[src/rtl/uart_rx_fifo.sv]
// Buffered 8N1 UART receiver: synchronised rx line, mid-bit sampling FSM and a show-ahead byte
// FIFO with sticky framing / overrun flags.
module uart_rx_fifo #(
  parameter int unsigned CLKS_PER_BIT = 868,
  parameter int unsigned FIFO_DEPTH   = 8
) (
  input  logic                             clk,
  input  logic                             rst_n,
  input  logic                             rx,
  input  logic                             rd_en,
  input  logic                             clear_err,
  output logic [7:0]                       rx_byte,
  output logic                             rx_byte_ready,
  output logic [$clog2(FIFO_DEPTH+1)-1:0]  count,
  output logic                             frame_err,
  output logic                             overrun
);

  localparam int unsigned CntW   = $clog2(CLKS_PER_BIT);
  localparam int unsigned PtrW   = $clog2(FIFO_DEPTH);
  localparam int unsigned CountW = $clog2(FIFO_DEPTH + 1);

  localparam logic [CntW-1:0]   HalfBit  = CntW'(CLKS_PER_BIT / 2 - 1);
  localparam logic [CntW-1:0]   FullBit  = CntW'(CLKS_PER_BIT - 1);
  localparam logic [CountW-1:0] FullCnt  = CountW'(FIFO_DEPTH);

  localparam logic [1:0] StIdle  = 2'd0;
  localparam logic [1:0] StStart = 2'd1;
  localparam logic [1:0] StData  = 2'd2;
  localparam logic [1:0] StStop  = 2'd3;

  // ---------------------------------------------------------------------------
  // Input synchroniser and edge history
  // ---------------------------------------------------------------------------
  logic       rx_meta_q, rx_sync_q, rx_prev_q;
  logic [1:0] sync_vld_q;

  // rx_prev is held low until the synchroniser has flushed its reset value, so a line that is
  // low through reset is never mistaken for a falling edge.
  always_ff @(posedge clk or negedge rst_n) begin
    if (!rst_n) begin
      rx_meta_q  <= 1'b1;
      rx_sync_q  <= 1'b1;
      rx_prev_q  <= 1'b0;
      sync_vld_q <= 2'b00;
    end else begin
      rx_meta_q  <= rx;
      rx_sync_q  <= rx_meta_q;
      rx_prev_q  <= rx_sync_q & sync_vld_q[1];
      sync_vld_q <= {sync_vld_q[0], 1'b1};
    end
  end

  // ---------------------------------------------------------------------------
  // Receive FSM
  // ---------------------------------------------------------------------------
  logic [1:0]      state_q, state_d;
  logic [CntW-1:0] cnt_q, cnt_d;
  logic [2:0]      idx_q, idx_d;
  logic [7:0]      shift_q, shift_d;
  logic            expired, start_det, push_req, frame_evt;

  assign expired   = (cnt_q == '0);
  assign start_det = ~rx_sync_q & rx_prev_q;

  always_comb begin
    state_d   = state_q;
    cnt_d     = cnt_q;
    idx_d     = idx_q;
    shift_d   = shift_q;
    push_req  = 1'b0;
    frame_evt = 1'b0;
    if (!expired) cnt_d = cnt_q - CntW'(1);
    case (state_q)
      StIdle: begin
        if (start_det) begin
          cnt_d   = HalfBit;
          state_d = StStart;
        end
      end
      StStart: begin
        if (expired) begin
          if (rx_sync_q) begin
            state_d = StIdle;
          end else begin
            cnt_d   = FullBit;
            idx_d   = 3'd0;
            state_d = StData;
          end
        end
      end
      StData: begin
        if (expired) begin
          shift_d[idx_q] = rx_sync_q;
          cnt_d          = FullBit;
          if (idx_q == 3'd7) state_d = StStop;
          else               idx_d   = idx_q + 3'd1;
        end
      end
      StStop: begin
        if (expired) begin
          push_req  = rx_sync_q;
          frame_evt = ~rx_sync_q;
          state_d   = StIdle;
        end
      end
      default: state_d = StIdle;
    endcase
  end

  always_ff @(posedge clk or negedge rst_n) begin
    if (!rst_n) begin
      state_q <= StIdle;
      cnt_q   <= '0;
      idx_q   <= 3'd0;
      shift_q <= 8'h00;
    end else begin
      state_q <= state_d;
      cnt_q   <= cnt_d;
      idx_q   <= idx_d;
      shift_q <= shift_d;
    end
  end

  // ---------------------------------------------------------------------------
  // FIFO
  // ---------------------------------------------------------------------------
  logic [7:0]        mem_q [FIFO_DEPTH];
  logic [PtrW-1:0]   wr_ptr_q, wr_ptr_d, rd_ptr_q, rd_ptr_d;
  logic [CountW-1:0] count_q, count_d;
  logic [7:0]        head_q, head_d;
  logic              do_pop, do_push, drop;
  logic              frame_err_q, frame_err_d, overrun_q, overrun_d;

  assign do_pop  = rd_en & (count_q != '0);
  assign do_push = push_req & ((count_q != FullCnt) | do_pop);
  assign drop    = push_req & ~do_push;

  always_comb begin
    wr_ptr_d = do_push ? wr_ptr_q + PtrW'(1) : wr_ptr_q;
    rd_ptr_d = do_pop  ? rd_ptr_q + PtrW'(1) : rd_ptr_q;
    count_d  = count_q;
    if (do_push && !do_pop)      count_d = count_q + CountW'(1);
    else if (!do_push && do_pop) count_d = count_q - CountW'(1);
    // The new head may be the byte being written this very cycle.
    if (count_d == '0)                          head_d = 8'h00;
    else if (do_push && (wr_ptr_q == rd_ptr_d)) head_d = shift_q;
    else                                        head_d = mem_q[rd_ptr_d];
    frame_err_d = (frame_err_q & ~clear_err) | frame_evt;
    overrun_d   = (overrun_q & ~clear_err) | drop;
  end

  always_ff @(posedge clk) begin
    if (do_push) mem_q[wr_ptr_q] <= shift_q;
  end

  always_ff @(posedge clk or negedge rst_n) begin
    if (!rst_n) begin
      wr_ptr_q    <= '0;
      rd_ptr_q    <= '0;
      count_q     <= '0;
      head_q      <= 8'h00;
      frame_err_q <= 1'b0;
      overrun_q   <= 1'b0;
    end else begin
      wr_ptr_q    <= wr_ptr_d;
      rd_ptr_q    <= rd_ptr_d;
      count_q     <= count_d;
      head_q      <= head_d;
      frame_err_q <= frame_err_d;
      overrun_q   <= overrun_d;
    end
  end

  assign rx_byte       = head_q;
  assign rx_byte_ready = (count_q != '0);
  assign count         = count_q;
  assign frame_err     = frame_err_q;
  assign overrun       = overrun_q;

endmodule
[config.mk]
export PLATFORM = sky130hd
export DESIGN_NAME = uart_rx_fifo
export DESIGN_NICKNAME = d
export VERILOG_FILES = /design/src/rtl/uart_rx_fifo.sv
export SDC_FILE = /design/constraint.sdc
export NUM_CORES = 1
export LEC_CHECK = 0
export ABC_AREA = 1
export ABC_CLOCK_PERIOD_IN_PS = 6900
export CORE_MARGIN = 8
export CORE_UTILIZATION = 40
export CTS_BUF_LIST = sky130_fd_sc_hd__clkbuf_4 sky130_fd_sc_hd__clkbuf_8
export DETAILED_ROUTE_END_ITERATION = 16
export PLACE_DENSITY = 0.64
export SYNTH_ARGS = -nofsm -noshare
export SYNTH_HDL_FRONTEND = slang
export SYNTH_SLANG_ARGS = --single-unit
[constraint.sdc]
create_clock -name clk -period 6.9 [get_ports clk]
set_clock_uncertainty 0.2 [all_clocks]
set_input_delay 0.69 -clock clk [delete_from_list [all_inputs] [get_ports clk]]
set_output_delay 0.69 -clock clk [all_outputs]
set_load 0.01 [all_outputs]
==> impl_metrics.py <==
metrics = {
    "synth": {
        "synth_edf_count": 64,
        "synthTopCellsByArea": "edfxtp_1, dfrtp_1, nand2_1",
        "synth.avg_cell_area_um2": 9.89,
        "synth.mux.area_fraction_pct": 0,
        "syn-num-nets": 539,
        "synth_top_family_by_area": "simple AND/OR/NAND/NOR gates",
        "ys.flop_type": "edfxtp_1",
        "synth_fa_ha_area_share_pct": 2.41,
        "synth_xor_area_share_pct": 1.86,
        "synth_simple_gate_area_share_pct": 25.8,
        "synth_top_cell_by_area": "edfxtp_1",
        "synth_top_area_share_pct": 37.1,
        "synth.distinct_cells": 37,
        "ys_warn_count": 0,
        "synthArstFlopShare_pct": 42.9,
        "synth-seq-cells": 112,
        "yosysSeqAreaShare_pct": 60.3,
        "synth_cells": 524,
        "netlist_area_um2": 5180,
        "synth_compound_gate_area_share_pct": 4.25,
    },
    "floorplanning": {
        "die_h_um": 130,
        "dieArea_um2": 16900,
        "die_width_um": 130,
        "core_um2": 12600,
        "io_pins": 20,
        "row_count": 41,
        "start_util_pct": 41.1,
    },
    "routing": {
        "wl_um": 11000,
        "drc": 0,
        "vias": 3676,
        "vias_per_cell": 5.09,
        "dr.pass1.iters": 4,
        "drt_iter0_markers": 247,
        "wire_per_inst_um": 15.2,
        "ant_nets": 0,
    },
    "clock_tree": {
        "htreeDepth": 3,
        "cts_buffers": 9,
        "cts_tree": "yes",
        "cts-root-buf": "clkbuf_8",
        "post_cts_buffers": 0,
        "hold_buffers": 0,
        "post_cts_resized": 0,
        "cts_sinks": 112,
        "clkLatencyLatePin_ns": 0.37,
        "clk_path_buf_depth": 2,
        "clk_pin_slew_worst_paths_ns": 0.10,
    },
    "worst_setup_path": {
        "end_kind": "flop",
        "worst-path-max-fanout": 8,
        "crit_required_ns": 6.70,
        "cp_data_arrival_time_ns": 3.05,
        "startpoint": "cnt_q[1]",
        "crit_type": "reg2reg",
        "worstSetupStartpointType": "flop",
        "r2r-start": "cnt_q[1]",
    },
    "run": {
        "drv_cap": 0,
    },
    "timing": {
        "slew_headroom_pct": 23.2,
        "setup_ws_ns": 3.65,
        "fin_crit_sh_pct": 47.1,
        "finalHoldViolCount": 0,
        "period_needed_ns": 3.25,
        "max_freq_ghz": 0.307,
        "rsz0062_at_grt": "no",
        "tns_ns": 0,
        "holdWs_ns": 0.163,
        "worst_pin_slew_ns": 1.14,
        "setup_violations": 0,
        "slew_viol_final": 0,
    },
    "min_path": {
        "hp-start": "sync_vld_q[0]",
        "hold_path.class": "reg2reg",
    },
    "global_route": {
        "grt_pass1_vias": 3625,
        "antenna_found_initial": 0,
        "use_met1_pct": 17.3,
        "grt_max_degree": 49,
        "met2_usage_pct": 23.4,
        "grt_busiest_layer": "met2",
        "grt_usage_pct": 14.0,
        "globalRouteOverflowTotal": 0,
        "grt_pass1_wl_um": 18200,
        "grtUsageMet3_pct": 3.06,
    },
    "cells_and_area": {
        "final_area_um2": 5710,
        "stdcell_count": 722,
        "nFillCells": 1210,
        "multi_input_area_um2": 1780,
        "layout_common_cells": "nand2_1, nand3_1, edfxtp_1",
        "final_common_cell": "nand2_1",
        "antennaDiodeCount": 0,
        "seqCellArea_um2": 3130,
        "syn2layout_area_growth_pct": 10.1,
        "drive_above_1_share_pct": 8.73,
        "fin_nets": 560,
        "final_core_util_pct": 45.2,
    },
    "placement": {
        "portBuffers": 19,
        "dp_cells": 706,
        "placed_area_um2": 5540,
        "pre_cts_slack_ns": 3.48,
        "finalWeightedCongestion": 0.838,
        "dpl.hpwl_um": 7680,
    },
    "power_and_ir_drop": {
        "combPwrFrac_pct": 42.1,
        "intPower_mw": 1.23,
        "p_sw_share_pct": 39.8,
        "powerDensity_nw_per_um2": 359,
        "ir_drop_mv": 0.184,
        "power.net_switching_mw": 0.817,
        "p_total_mw": 2.05,
        "p_clk_share_pct": 17.0,
        "seqPwrFrac_pct": 41.0,
        "p_leak_nw": 2.37,
    },
    "status": {
        "outcome": "finished clean",
    },
}
==> routing by layer <==
metal  wire (µm)  vias up
met5           0        -
met4         217        0
met3         639       14
met2        5350       95
met1        4770     1764
li1            -     1803
==> cells by family after synthesis <==
kind of cell	count (synthesis)
flops	112
compound gates	39
buf+inv	67
simple gates	284
xor+xnor	11
fa+ha+maj	10
other cells	1
==> cell type report <==
class	instances	share of cell area (%)
Tap cell	172	3.77
Inverter	57	3.84
Clock buffer	9	2.17
Sequential cell	112	54.8
Timing Repair Buffer	20	3.38
Multi-Input combinational cell	345	31.3
Clock inverter	7	0.811
==> sequential cells by signal, summed over array words and instances (netlist names), named ones only <==
register and cells:
rx_sync_q 1, sync_vld_q 2, rx_prev_q 1, count 4, mem_q 64, cnt_q 10, frame_err 1, rx_byte 8
overrun 1, idx_q 3, rx_meta_q 1, shift_q 8, wr_ptr_q 3, state_q 1, rd_ptr_q 3
==> worst paths after layout <==
| kind | end | cells after the start | slack, ns |
|---|---|---|---|
| max | mem_q[3][3] | 10 | 3.65 |
| min | sync_vld_q[1] | 0 | 0.16 |
| max reg2reg | mem_q[3][3] | 10 | 3.65 |
| min reg2reg | sync_vld_q[1] | 0 | 0.16 |
| max in group asynchronous | shift_q[7] | 2 | 5.87 |
| min in group asynchronous | rx_byte[5] | 2 | 0.22 |
==> cells in the mapped netlist (all sizes together) (2+ instances only) <==
master    n
nand2   135
nand3    88
edfxtp   64
inv      56
dfrtp    46
nor2     41
o21ai    24
nor3     14
buf      10
ha       10
xor2      8
a21oi     6
nand4     4
xnor2     3
dfstp     2
o32ai     2
==> worst max-delay path, cell delays in order, from the launching register on <==
cell	delay (ns)
dfrtp_1	0.42
inv_1	0.12
ha_1	0.20
nand2_1	0.08
nor2_1	0.15
nand4_1	0.28
nor2_2	0.33
inv_1	0.07
nor2_1	0.16
inv_2	0.09
nor3_1	0.80
==> power by group through the flow <==
stage | Clock (mW) | Combinational, mW | Sequential, mW
final | 0.348 | 0.863 | 0.840
after global routing | 0.387 | 0.982 | 0.851
after floorplan | 0 | 0.627 | 0.857
after global placement | 0 | 0.856 | 0.852
after CTS | 0.359 | 0.873 | 0.841
after detailed placement | 0 | 0.869 | 0.854
Note: power is estimated with default switching activity, not from simulation.
